==> src/rtl/alu_mul_sequencer_if.sv <==
// Handshake and ALU-drive bundle between the core control unit, the
// multiply sequencer and the shared ALU.
interface alu_mul_sequencer_if #(
  parameter int unsigned XLEN = 32
);
  logic            start;
  logic [XLEN-1:0] a;
  logic [XLEN-1:0] b;
  logic            busy;
  logic            done;
  logic [XLEN-1:0] product;
  logic [3:0]      alu_op;
  logic [XLEN-1:0] alu_i1;
  logic [XLEN-1:0] alu_i2;
  logic [XLEN-1:0] alu_out;

  // Sequencer side
  modport slave (
    input  start, a, b, alu_out,
    output busy, done, product, alu_op, alu_i1, alu_i2
  );

  // Core control unit / ALU side
  modport master (
    output start, a, b, alu_out,
    input  busy, done, product, alu_op, alu_i1, alu_i2
  );
endinterface

==> src/rtl/alu_mul_sequencer.sv <==
// Shift-and-add 32x32 (low half) multiplier that borrows the shared ALU for
// its ADD and SLL steps. Fixed latency: done pulses 2*XLEN+1 cycles after the
// accepting edge.
module alu_mul_sequencer #(
  parameter int unsigned XLEN   = 32,
  parameter int unsigned OP_ADD = 0,
  parameter int unsigned OP_SLL = 4
) (
  input  logic              clk,
  input  logic              rst,
  alu_mul_sequencer_if.slave bus
);

  typedef enum logic [1:0] {
    S_IDLE  = 2'd0,
    S_ADD   = 2'd1,
    S_SHIFT = 2'd2,
    S_DONE  = 2'd3
  } state_t;

  state_t          state_q, state_d;
  logic [XLEN-1:0] acc_q, acc_d;
  logic [XLEN-1:0] mcand_q, mcand_d;
  logic [XLEN-1:0] mplier_q, mplier_d;
  logic [5:0]      cnt_q, cnt_d;
  logic [XLEN-1:0] product_q, product_d;

  // State and datapath registers
  always_ff @(posedge clk or posedge rst) begin
    if (rst) begin
      state_q   <= S_IDLE;
      acc_q     <= '0;
      mcand_q   <= '0;
      mplier_q  <= '0;
      cnt_q     <= '0;
      product_q <= '0;
    end else begin
      state_q   <= state_d;
      acc_q     <= acc_d;
      mcand_q   <= mcand_d;
      mplier_q  <= mplier_d;
      cnt_q     <= cnt_d;
      product_q <= product_d;
    end
  end

  // Next-state, register updates and ALU drive, all decoded from state
  always_comb begin
    state_d     = state_q;
    acc_d       = acc_q;
    mcand_d     = mcand_q;
    mplier_d    = mplier_q;
    cnt_d       = cnt_q;
    product_d   = product_q;
    bus.alu_op  = 4'(OP_ADD);
    bus.alu_i1  = '0;
    bus.alu_i2  = '0;
    bus.busy    = 1'b0;
    bus.done    = 1'b0;

    unique case (state_q)
      S_IDLE: begin
        if (bus.start) begin
          acc_d    = '0;
          mcand_d  = bus.a;
          mplier_d = bus.b;
          cnt_d    = '0;
          state_d  = S_ADD;
        end
      end
      S_ADD: begin
        bus.busy   = 1'b1;
        bus.alu_op = 4'(OP_ADD);
        bus.alu_i1 = acc_q;
        bus.alu_i2 = mplier_q[0] ? mcand_q : '0;
        acc_d      = bus.alu_out;
        state_d    = S_SHIFT;
      end
      S_SHIFT: begin
        bus.busy   = 1'b1;
        bus.alu_op = 4'(OP_SLL);
        bus.alu_i1 = mcand_q;
        bus.alu_i2 = XLEN'(1);
        mcand_d    = bus.alu_out;
        mplier_d   = mplier_q >> 1;
        cnt_d      = cnt_q + 6'd1;
        // acc already holds the final sum: the last ADD landed on the prior edge
        if (cnt_q == 6'(XLEN - 1)) begin
          product_d = acc_q;
          state_d   = S_DONE;
        end else begin
          state_d   = S_ADD;
        end
      end
      S_DONE: begin
        bus.done = 1'b1;
        state_d  = S_IDLE;
      end
      default: state_d = S_IDLE;
    endcase
  end

  assign bus.product = product_q;

endmodule

==> src/flat_wrapper.sv <==
// flat-port wrapper written by rule: the top's interface ports become plain ports
module alu_mul_sequencer_flat 
#(
  parameter int unsigned XLEN   = 32,
  parameter int unsigned OP_ADD = 0,
  parameter int unsigned OP_SLL = 4
)
  (clk, rst, bus_start, bus_a, bus_b, bus_alu_out, bus_busy, bus_done, bus_product, bus_alu_op, bus_alu_i1, bus_alu_i2);
  alu_mul_sequencer_if #(.XLEN(XLEN)) bus_i ();
  input  logic clk;
  input  logic rst;
  input wire logic [$bits(bus_i.start)-1:0] bus_start;
  input wire logic [$bits(bus_i.a)-1:0] bus_a;
  input wire logic [$bits(bus_i.b)-1:0] bus_b;
  input wire logic [$bits(bus_i.alu_out)-1:0] bus_alu_out;
  output wire logic [$bits(bus_i.busy)-1:0] bus_busy;
  output wire logic [$bits(bus_i.done)-1:0] bus_done;
  output wire logic [$bits(bus_i.product)-1:0] bus_product;
  output wire logic [$bits(bus_i.alu_op)-1:0] bus_alu_op;
  output wire logic [$bits(bus_i.alu_i1)-1:0] bus_alu_i1;
  output wire logic [$bits(bus_i.alu_i2)-1:0] bus_alu_i2;
  assign bus_i.start = bus_start;
  assign bus_i.a = bus_a;
  assign bus_i.b = bus_b;
  assign bus_i.alu_out = bus_alu_out;
  assign bus_busy = bus_i.busy;
  assign bus_done = bus_i.done;
  assign bus_product = bus_i.product;
  assign bus_alu_op = bus_i.alu_op;
  assign bus_alu_i1 = bus_i.alu_i1;
  assign bus_alu_i2 = bus_i.alu_i2;
  alu_mul_sequencer #(.XLEN(XLEN), .OP_ADD(OP_ADD), .OP_SLL(OP_SLL)) u_core (.clk(clk), .rst(rst), .bus(bus_i));
endmodule
==> config.mk <==
export PLATFORM = sky130hd
export DESIGN_NAME = alu_mul_sequencer_flat
export DESIGN_NICKNAME = d
export VERILOG_FILES = /design/src/rtl/alu_mul_sequencer_if.sv /design/src/rtl/alu_mul_sequencer.sv /design/src/flat_wrapper.sv
export SDC_FILE = /design/constraint.sdc
export NUM_CORES = 1
export LEC_CHECK = 0
export ABC_AREA = 0
export ABC_CLOCK_PERIOD_IN_PS = 5300
export CAP_MARGIN = 10
export CORE_MARGIN = 8
export CORE_UTILIZATION = 47
export CTS_CLUSTER_DIAMETER = 150
export DETAILED_ROUTE_END_ITERATION = 10
export HOLD_SLACK_MARGIN = 0.15
export PLACE_DENSITY = 0.87
export SYNTH_ARGS = -nofsm -noshare
export SYNTH_HDL_FRONTEND = slang
export SYNTH_SLANG_ARGS = --single-unit
==> constraint.sdc <==
create_clock -name clk -period 5.3 [get_ports clk]
set_input_delay 0.53 -clock clk [delete_from_list [all_inputs] [get_ports clk]]
set_output_delay 0.53 -clock clk [all_outputs]
set_load 0.1 [all_outputs]
==> run metrics <==
Die Wd=133 µm; most common cell after layout, fill and taps aside=dfrtp_1; fmax=278 MHz; Die Ht=133 µm; CTS Root Cell=clkbuf_16; RR Startpoint=u_core.state_q[0]$_DFFE_PP0P_; Worst Path Max Fanout=40; WHS Endpoint=u_core.mplier_q[19]$_DFFE_PP0P_; Power Density=627 nW/µm²; Nets=894; Total GRT Usage=20.6%; first drt pass iteration count=5; CTS sink count=136; Avg WL per Cell=18.5 µm; Die ar.=17600 µm²; Netlist cell types=30; design area=8870 µm²; core area=13200 µm²; leakage=4.16 nW; register area share after synthesis=53.2%; status=complete, no violations; CTS clk-pin slew, worst paths=50 ps; Num CTS Buffers=17; I/O pin count=201; Area growth syn-to-layout=38.7%; reg2reg end=u_core.bus.product[9]$_DFFE_PP0P_; Final min period=3600 ps; DRC=0; worst vdd ir=389 µV; initial antenna violation count=0; vias=5326; total negative slack=0 ps; post-CTS setup buffers=0; Slew Viols, Final=0; Yosys warning count=0; Clk Latency, worst-skew pair=420 ps; GRT overflow=0; reg-to-reg slack, setup=2210 ps; std cell rows=42; Final GP Congestion=0.804; WL final=18100 µm; port bufs=197; Initial DRC Count=353; Critical Path RT=4770 ps; CP Capture Type=output port; vias in the first global route=5590; Core Util, Final=67.0%; Arrival @ worst endpoint=3070 ps; period utilisation layout=67.9%; H-tree depth=4; unrepaired setup endpoints after global routing=no; dpl hpwl=12700 µm; Slew @ Worst Pin=1110 ps; Max Root-Sink Buffers=2; post-cts gate resize count=0; HP Class=register to register; final hold vios=0; Cell Area, Synth=6390 µm²; Layout Skew=5.12 ps; vias per inst=5.45; worst r2r path cells=5; synthesized flop and latch total=136; area post-placement=8290 µm²; Cells on Worst Hold Path=2; CTS tree=built; mean post-synth cell area=10.3 µm²; Tot Pwr=0.00556 W; critical path class=register to output port; final setup vio count=0; first-pass GRT wire length=29500 µm; Initial Utilization=48.3%; n_diodes=0; layout cell share with drive strength beyond 1=13.2%; Hold Crit Start=u_core.mplier_q[19]$_DFFE_PP0P_; Gate Count Post-Synth=619; largest net degree at the start of global routing=102; max_cap viols=0; relative slew slack=24.5%; hold-fix buffers at CTS=0; most frequent cells in the layout=dfrtp_1 (136), clkdlybuf4s50_1 (134), nand2_1 (133); Antenna Nets Post-Route=0; crit path launch type=register
through the flow:
step                      setup WS, ps  hold WS, ps  cells
after global placement            2270          464    946
after global routing              1530          512    978
final                             1700          485    978
after floorplan                   1130          450    621
after detailed placement          2140          476    946
after CTS                         1680          488    978
worst max-delay path, stage by stage, from the launching register on:
cell	delay [ps]
dfrtp_1	440
inv_1	150
ha_4	590
and2_1	570
buf_4	370
a22o_1	220
buf_4	300
where the power goes:
part	leakage, nW	internal [W]	switching, W
Clock	0.292	0.000714	0.000418
Combinational	2.09	0.000782	0.00196
Sequential	1.78	0.00140	0.000289
Total	4.16	0.00289	0.00267
synth_stat cells:
cell	number	area [µm²]
nor3_1	1	5.00
conb_1	1	3.75
nor3b_1	1	7.51
ha_1	6	75.1
a32o_1	1	10.0
a22o_1	32	280
clkbuf_1	32	120
o22ai_1	1	6.26
mux2i_1	65	651
and2_1	2	12.5
buf_4	3	22.5
a31oi_1	3	18.8
a21oi_1	3	15.0
a221o_1	1	10.0
and3_1	32	200
buf_1	7	26.3
buf_2	9	45.0
or4_1	2	15.0
o21ai_1	92	460
nand2_1	133	499
buf_6	3	33.8
o31ai_1	1	7.51
nand2b_1	2	12.5
nand3_1	3	15.0
o21ai_0	7	35.0
mux2_1	32	360
inv_1	5	18.8
nor2b_1	2	12.5
dfrtp_1	136	3400
o22a_1	1	8.76
layer usage:
| layer | vias up | part of all wire, % | track usage [%] |
|---|---|---|---|
| met3 | 35 | 6.2 | 5.45 |
| met1 | 2591 | 41 | 24.4 |
| li1 | 2497 | - | - |
| met4 | 0 | 2.6 | 8.71 |
| met2 | 203 | 50 | 34.8 |
| met5 | - | 0 | 0 |
worst max-delay path by stage:
stage | slack (ps) | endpoint | cells past startpoint | from
6_report | 1700 | bus_alu_i1[11] | 6 | u_core.state_q[0]$_DFFE_PP0P_
5_1_grt | 1530 | bus_alu_i1[26] | 6 | u_core.state_q[0]$_DFFE_PP0P_
3_5_place_dp | 2140 | bus_alu_i1[22] | 6 | u_core.state_q[0]$_DFFE_PP0P_
3_3_place_gp | 2270 | bus_alu_i2[0] | 5 | u_core.state_q[0]$_DFFE_PP0P_
4_1_cts | 1680 | bus_alu_i1[11] | 6 | u_core.state_q[0]$_DFFE_PP0P_
2_1_floorplan | 1130 | u_core.acc_q[0]$_DFFE_PP0P_ | 1 | rst
cells by family after synthesis:
family                   share of synthesized area (%)
other                                           0.0587
multiplexers                                      15.8
flip-flops                                        53.2
buffers and inverters                             4.17
adder cells (fa/ha/maj)                           1.17
AND/OR/NAND/NOR                                   12.2
AO/OA/AOI/OAI                                     13.3
registers in the layout, indices dropped and copies added, names as in the netlist:
signal and flops:
u_core.mplier_q 32, u_core.mcand_q 32, u_core.acc_q 32, u_core.cnt_q 6, u_core.bus.product 32, u_core.state_q 2
layout make-up:
class	instances	area [µm²]
Timing Repair Buffer	203	1870
Clock inverter	8	67.6
Fill cell	989	4380
Multi-Input combinational cell	426	2770
Inverter	5	23.8
Clock buffer	24	512
Sequential cell	136	3400
Tap cell	176	220
Note: power is estimated with default switching activity, not from simulation.
